===== config.mk =====
export PLATFORM = sky130hd
export DESIGN_NAME = press_classifier
export DESIGN_NICKNAME = d
export VERILOG_FILES = /design/src/rtl/press_classifier.sv
export SDC_FILE = /design/constraint.sdc
export NUM_CORES = 1
export LEC_CHECK = 0
export CORE_ASPECT_RATIO = 1.75
export CORE_MARGIN = 3
export CORE_UTILIZATION = 55
export CTS_CLUSTER_DIAMETER = 200
export DETAILED_ROUTE_END_ITERATION = 10
export PLACE_DENSITY = 0.72
export SLEW_MARGIN = 20
export SYNTH_ARGS = -nofsm -noshare
export SYNTH_HDL_FRONTEND = slang
export SYNTH_SLANG_ARGS = --single-unit

===== constraint.sdc =====
create_clock -name clk -period 3.3 [get_ports clk]
set_input_delay 0.66 -clock clk [delete_from_list [all_inputs] [get_ports clk]]
set_output_delay 0.66 -clock clk [all_outputs]
set_load 0.01 [all_outputs]

===== src/rtl/press_classifier.sv =====
// Multi-channel push-button press classifier for the front panel.
// Each channel synchronises, debounces and classifies presses as short or long.
module press_classifier #(
    parameter int N_CH            = 4,
    parameter int DEBOUNCE_P      = 300,
    parameter int LONG_T          = 5000,
    parameter int LONG_ON_RELEASE = 1,
    parameter int CNT_W           = $clog2(LONG_T + 1)
) (
    input  logic            clk,
    input  logic            rst,
    input  logic [N_CH-1:0] push_button,
    output logic [N_CH-1:0] short_o,
    output logic [N_CH-1:0] long_o,
    output logic [N_CH-1:0] hold_o,
    output logic            any_evt_o
);

    typedef enum logic [2:0] {
        IDLE,
        DB_PRESS,
        HELD,
        LONG_HELD,
        DB_RELEASE
    } state_t;

    localparam logic [CNT_W-1:0] ONE     = CNT_W'(1);
    localparam logic [CNT_W-1:0] DB_LAST = CNT_W'(DEBOUNCE_P - 1);
    localparam logic [CNT_W-1:0] DB_DONE = CNT_W'(DEBOUNCE_P);
    localparam logic [CNT_W-1:0] LT_LAST = CNT_W'(LONG_T - 1);

    logic [N_CH-1:0] short_d;
    logic [N_CH-1:0] long_d;
    logic [N_CH-1:0] hold_d;

    for (genvar i = 0; i < N_CH; i++) begin : g_ch
        logic [1:0]       sync;
        logic             s;
        state_t           state, state_nx;
        logic [CNT_W-1:0] press_cnt, press_nx;
        logic [CNT_W-1:0] rel_cnt, rel_nx;
        logic             kind, kind_nx;
        logic             entry;
        logic             done;

        assign s = sync[1];

        always_ff @(posedge clk or negedge rst) begin
            if (!rst) begin
                sync      <= '0;
                state     <= IDLE;
                press_cnt <= '0;
                rel_cnt   <= '0;
                kind      <= 1'b0;
                entry     <= 1'b0;
            end else begin
                sync      <= {sync[0], push_button[i]};
                state     <= state_nx;
                press_cnt <= press_nx;
                rel_cnt   <= rel_nx;
                kind      <= kind_nx;
                // one-cycle marker for the first cycle spent in LONG_HELD
                entry     <= (state == HELD) && s && (press_cnt == LT_LAST);
            end
        end

        always_comb begin
            state_nx = state;
            press_nx = press_cnt;
            rel_nx   = rel_cnt;
            kind_nx  = kind;
            unique case (state)
                IDLE: begin
                    press_nx = '0;
                    rel_nx   = '0;
                    if (s) begin
                        state_nx = DB_PRESS;
                        press_nx = ONE;
                    end
                end
                DB_PRESS: begin
                    if (!s) begin
                        state_nx = IDLE;
                        press_nx = '0;
                    end else begin
                        press_nx = press_cnt + ONE;
                        if (press_cnt == DB_LAST) state_nx = HELD;
                    end
                end
                HELD: begin
                    if (!s) begin
                        state_nx = DB_RELEASE;
                        kind_nx  = 1'b0;
                        rel_nx   = ONE;
                    end else begin
                        press_nx = press_cnt + ONE;
                        if (press_cnt == LT_LAST) state_nx = LONG_HELD;
                    end
                end
                LONG_HELD: begin
                    if (!s) begin
                        state_nx = DB_RELEASE;
                        kind_nx  = 1'b1;
                        rel_nx   = ONE;
                    end
                end
                DB_RELEASE: begin
                    if (s) begin
                        state_nx = kind ? LONG_HELD : HELD;
                        rel_nx   = '0;
                    end else if (rel_cnt == DB_DONE) begin
                        state_nx = IDLE;
                        rel_nx   = '0;
                        press_nx = '0;
                    end else begin
                        rel_nx = rel_cnt + ONE;
                    end
                end
                default: begin
                    state_nx = IDLE;
                    press_nx = '0;
                    rel_nx   = '0;
                end
            endcase
        end

        assign done = (state == DB_RELEASE) && !s && (rel_cnt == DB_DONE);

        always_comb begin
            short_d[i] = done && !kind;
            long_d[i]  = (LONG_ON_RELEASE != 0) ? (done && kind) : entry;
            hold_d[i]  = (state == LONG_HELD)
                      || ((state == DB_RELEASE) && kind && !done);
        end
    end

    always_ff @(posedge clk or negedge rst) begin
        if (!rst) begin
            short_o   <= '0;
            long_o    <= '0;
            hold_o    <= '0;
            any_evt_o <= 1'b0;
        end else begin
            short_o   <= short_d;
            long_o    <= long_d;
            hold_o    <= hold_d;
            any_evt_o <= |(short_d | long_d);
        end
    end

endmodule


==> metrics, run 1 <==
Synth Register Bits 141; M1 GR Usage 0.281; maximum VDD drop 0.000398 V; share of cells above drive strength 1 0.0668; clk_skew 12.1 ps; routed vias 6574; WP depth 7; hold crit path type in -> async; grt total ovfl 0; CP cell instances inv_1, ha_1, or4b_4, nor4_4, o211ai_2, or2_1, o31ai_1; gp weighted congestion 0.901; ys async rst share 1.00; Final min period 2880 ps; Arrival @ worst endpoint 3180 ps; most common cell in the synthesized netlist dfrtp_1; placed cell areas 8060 µm²; First-pass DRT Iterations 4; outcome completed; final worst-path cycle share 0.872; number of max-cap violations 0; M2 GR Usage 0.432; drt initial violations 335; headroom to the max-slew limit 0.388; Synth-to-Final Area Change 11.6%; clock buffer depth 2; Die Height 163 µm; EDFF count, synth 0; max incr delay on CP 500 ps; antenna cells 0; Unique masters post-synth 67; worst-margin pin slew 918 ps; hold-fix buffers at CTS 0; WP data required 3600 ps; CTS-repair resized insts 0; DRC Markers 0; I/O Buffers 18; endpoints failing hold 0; WP buf/inv 1; die area 15600 µm²; Worst Path Max Fanout 16; Leak 3.56 nW; Synth top area share 0.456; root buffer cell clkbuf_16; Area contributors post-synth dfrtp_1 46%, o21ai_0 5.9%, nor2_1 4.1%; Avg Cell Area, Syn 9.00 µm²; Setup crit end kind register; Post-Route Setup TNS 0 ps; post-route ant nets 0; Max Freq 347 MHz; DP HPWL 12.2 mm; yosys warns 0; post-synthesis net count 880; Worst-path clk slew 60 ps; DR WL/cell 16.5 µm; vias in the first global route 6629; routing usage on met3 0.0365; crit path max-delay cell type nor4_4; Syn Inst Count 860; final instance area 8640 µm²; Nets 890; CTS Buf Count 17; GRT Overall Usage 0.239; Setup crit start kind register; total wire length 17.4 mm; delay-heaviest family, CP simple AND/OR/NAND/NOR gates; Core Box Area 13600 µm²; Die W 95.7 µm; post-CTS setup buffer count 0; CTS H-tree depth 4; Setup Viol. Count Final 0; row cnt 56; top_reg_cell synth dfrtp_1; first-pass GRT wire length 30.4 mm; most frequent cells after synthesis 141 x dfrtp_1, 92 x o21ai_0, 85 x nor2_1, 78 x nand2_1, 53 x nand3_1; DR vias/cell 6.22; cell area after synthesis 7740 µm²; Final Hold Slack 196 ps; initial antenna violation count 0; RSZ-0062 raised after global routing false; Yosys top cell by area dfrtp_1; Clock Latency Late Sink 420 ps; io pins 19; CTS tree yes; GR peak layer met2; Worst Reg2Reg Path Length in Cells 7; post-synthesis sequential area ratio 0.456; largest net degree at the start of global routing 63; Final Max Tran Viols 0; PwrDens 580 nW/µm²; TritonCTS sink count 141; Starting Density 0.569; kind of critical path reg -> reg
kinds of logic (layout without fill, tap and decap cells):
family                     count (synthesis)  in the layout  share of synthesized area
and+or+nand+nor                          370            370                      0.252
AOI/OAI and AO/OA                        226            226                      0.186
DFF                                      141            141                      0.456
buffers and inverters                     68             91                     0.0336
xor gates and xnor gates                  29             29                     0.0328
adders and majority gates                 15             15                     0.0239
muxes                                     11             11                     0.0150
where the power goes:
part	leakage (nW)	switching, mW	internal (mW)	total (mW)
Clock	0.283	0.727	1.15	1.88
Sequential	1.92	0.230	1.84	2.07
Combinational	1.36	0.676	0.389	1.07
Total	3.56	1.63	3.38	5.01
final timing paths:
check	from	endpoint	slack (ps)
min in group clk	g_ch[3].sync[0]	g_ch[3].sync[1]	350
max in group asynchronous	rst	g_ch[3].sync[1]	2310
worst min-delay path	rst	g_ch[1].rel_cnt[11]	200
worst max register to register	g_ch[3].rel_cnt[0]	g_ch[3].press_cnt[8]	420
worst min register to register	g_ch[3].sync[0]	g_ch[3].sync[1]	350
worst max-delay path	g_ch[3].rel_cnt[0]	g_ch[3].press_cnt[8]	420
metal layers:
metal	up-vias	routed length (µm)
met3	29	423
met4	0	300
met1	3254	7220
li1	3163	-
met5	-	0
met2	128	9480
registers in the layout (all words and copies together), names as in the netlist, 4 cells and up:
name and flops:
g_ch.state 12, long_o 4, g_ch.press_cnt 52, g_ch.rel_cnt 52
g_ch.kind 4, short_o 4, hold_o 4, g_ch.sync 8
cells in the final DEF, fill, tap and decap left out, types with 5 or more instances in the layout:
master           synthesis  layout
clkdlybuf4s50_1          0      17
nand2_1                 78      78
and3_1                  23      23
or4_1                    5       5
inv_1                   33      33
o2111ai_1                5       5
a211oi_1                 5       5
a31oi_1                 14      14
a41oi_1                  5       5
mux2_2                   5       5
and2_1                   6       6
nor4_1                   9       9
nor4bb_1                 9       9
buf_4                    0       8
dfrtp_1                141     141
o211ai_1                 7       7
or3_1                    9       9
nor3_1                  14      14
clkinv_2                 0       5
nor2b_1                 14      14
ha_1                    14      14
o21ai_0                 92      92
nand3_1                 53      53
clkbuf_16                0      17
a21oi_1                 30      30
nand4_1                 16      16
mux2i_1                  6       6
nor4b_1                  7       7
o31ai_1                 32      32
nor2_1                  85      85
nand2b_1                16      16
xnor2_1                 15      15
xor2_1                  14      14
final cells by class:
| cell class | count | area (µm²) |
|---|---|---|
| well taps | 174 | 218 |
| inverters | 33 | 124 |
| clock buffers | 21 | 460 |
| clock inverters | 11 | 118 |
| repair buffers | 26 | 241 |
| fillers | 1121 | 4950 |
| flip-flops and latches | 141 | 3530 |
| multi-input cells | 651 | 3950 |
through the flow:
step / worst slack (ps) / std cells / util / power (mW)
2_1_floorplan: 855 / 860 / - / 2.87
3_3_place_gp: 518 / 1025 / 0.593 / 3.10
3_5_place_dp: 446 / 1025 / 0.593 / 3.15
4_1_cts: 410 / 1057 / 0.636 / 5.03
5_1_grt: 155 / 1057 / 0.636 / 5.30
6_report: 422 / 1057 / 0.636 / 5.01
(Power assumes the default switching activity.)
==> run 2: changes to the inputs <==
- PLACE_DENSITY: 0.72 -> 0.82
==> run 2 against run 1 <==
Net effect:
- worst hold slack better by 65 ps
- highest routed layer unchanged
- die area stayed put
- critical endpoint is now g_ch[3].press_cnt[5]
- largest power group is now the clock network
- design area is 1.1% higher
- worst setup slack better by 89 ps
- flip-flop and latch count stayed put
- sequential share of layout area is 0.43 points lower
- fmax is 3.2% higher
- clock skew is 1.5 ps lower
- register-to-register slack better by 90 ps
- sequential power hardly changed
==> metrics, run 2 (synthesis gave the netlist of run 1 again) <==
grt total ovfl 0 (unchanged); Final Hold Slack 262 ps (+65.1 ps); Clock Latency Late Sink 420 ps (about the same); First-pass DRT Iterations 5 (+1); antenna cells 0 (unchanged); share of cells above drive strength 1 0.0680 (+0.00121); Die W 95.7 µm (unchanged); worst-margin pin slew 934 ps (+15.9 ps); Worst-path clk slew 60 ps (about the same); gp weighted congestion 0.866 (-3.9%); endpoints failing hold 0 (unchanged); clk_skew 10.6 ps (-1.47 ps); Final Max Tran Viols 0 (unchanged); routed vias 6591 (+0.26%); Max Freq 359 MHz (+3.2%); die area 15600 µm² (unchanged); Synth-to-Final Area Change 12.8%; Setup crit end kind register; Die Height 163 µm (unchanged); CTS Buf Count 17 (unchanged); Setup crit start kind register; Core Util, Final 0.643 (+0.00681); RSZ-0062 raised after global routing false; CTS H-tree depth 4 (unchanged); vias in the first global route 6594 (-0.53%); Post-Route Setup TNS 0 ps (unchanged); largest net degree at the start of global routing 74 (+17%); Starting Density 0.569 (unchanged); Final min period 2790 ps (-88.9 ps); DRC Markers 0 (unchanged); DP HPWL 11.4 mm (-6.1%); initial antenna violation count 0 (unchanged); GRT Overall Usage 0.236 (-0.00236); most common cell after layout, fill and taps aside dfrtp_1; io pins 19 (unchanged); I/O Buffers 18 (unchanged); kind of critical path reg -> reg; root buffer cell clkbuf_16; post-route ant nets 0 (unchanged); maximum VDD drop 0.000349 V (-12%); total wire length 17.0 mm (-2.5%); Setup Viol. Count Final 0 (unchanged); hold-fix buffers at CTS 0 (unchanged); filler cell count 1086 (-3.1%); Core Box Area 13600 µm² (unchanged); outcome completed; hold crit path type in -> async; clock buffer depth 2 (unchanged); PwrDens 607 nW/µm² (+4.7%); TritonCTS sink count 141 (unchanged); headroom to the max-slew limit 0.378 (-0.0106); row cnt 56 (unchanged); final worst-path cycle share 0.845 (-0.0269); Worst Path Max Fanout 11 (-5); Leak 3.59 nW (+0.92%); Arrival @ worst endpoint 3110 ps (-70 ps); Largest regs g_ch.press_cnt: 52 flops, g_ch.rel_cnt: 52 flops, g_ch.state: 12 flops; commonest cells after routing, fill and taps aside 141 x dfrtp_1, 92 x o21ai_0, 85 x nor2_1, 78 x nand2_1, 53 x nand3_1; Nets 889 (-0.11%); post-CTS setup buffer count 0 (unchanged); CTS-repair resized insts 0 (unchanged); DR vias/cell 6.24 (+0.35%); WP data required 3620 ps (+20 ps); CTS tree yes; drt initial violations 357 (+6.6%); first-pass GRT wire length 30.0 mm (-1.3%); number of max-cap violations 0 (unchanged); DR WL/cell 16.1 µm (-2.4%)
run 2: cell count changes in the layout (fill, tap and decap cells not counted), sizes merged:
cell / before / now
bufinv: 2 / 5
clkinv: 7 / 4
clkbuf: 21 / 19
buf: 9 / 8
clkinvlp: 2 / 3
inv: 33 / 34
run 2: worst paths after layout:
| check | start | end | slack (ps) | depth (start not counted) |
|---|---|---|---|---|
| hold reg to reg | g_ch[3].sync[0] | g_ch[3].sync[1] | 350 | 0 |
| hold / removal | rst | g_ch[1].rel_cnt[3] | 260 | 1 |
| setup reg to reg | g_ch[3].rel_cnt[0] | g_ch[3].press_cnt[5] | 510 | 7 |
| setup / recovery | g_ch[3].rel_cnt[0] | g_ch[3].press_cnt[5] | 510 | 7 |
| max in group asynchronous | rst | g_ch[3].press_cnt[7] | 2280 | 2 |
| min in group clk | g_ch[3].sync[0] | g_ch[3].sync[1] | 350 | 0 |
run 2: worst max-delay path, stage by stage (launching register included):
cell	delay (ps)
dfrtp_1	420
inv_1	90
ha_1	130
or4b_4	470
nor4_4	520
o211ai_2	290
or2_1	440
o41ai_2	340
run 2: per-stage QoR:
step | instance area [µm²] | total power [mW] | instances | worst slack [ps]
global placement | 8070 | 3.13 | 1024 | 591
global route | 8730 | 5.59 | 1056 | 312
CTS | 8730 | 5.32 | 1056 | 530
finish | 8730 | 5.30 | 1056 | 511
floorplan | 7740 | 2.87 | 860 | 855
detailed placement | 8070 | 3.17 | 1024 | 534
run 2: cell type report:
class | count | area, µm² | share of cell area
Multi-Input combinational cell | 651 | 3950 | 0.453
Sequential cell | 141 | 3530 | 0.404
Clock buffer | 19 | 453 | 0.0519
Timing Repair Buffer | 25 | 246 | 0.0282
Tap cell | 174 | 218 | 0.0249
Clock inverter | 13 | 213 | 0.0244
Inverter | 33 | 124 | 0.0142
run 2: layer usage:
| layer | track usage | vias up | wire (µm) |
|---|---|---|---|
| li1 | - | 3168 | - |
| met1 | 0.273 | 3202 | 6910 |
| met2 | 0.422 | 169 | 8980 |
| met3 | 0.0388 | 52 | 572 |
| met4 | 0.100 | 0 | 525 |
| met5 | 0 | - | 0 |
run 2: report_power, final:
group	leakage [nW]	internal [mW]	switching, mW
sequential	1.92	1.84	0.231
clock	0.316	1.39	0.760
combinational	1.36	0.400	0.688
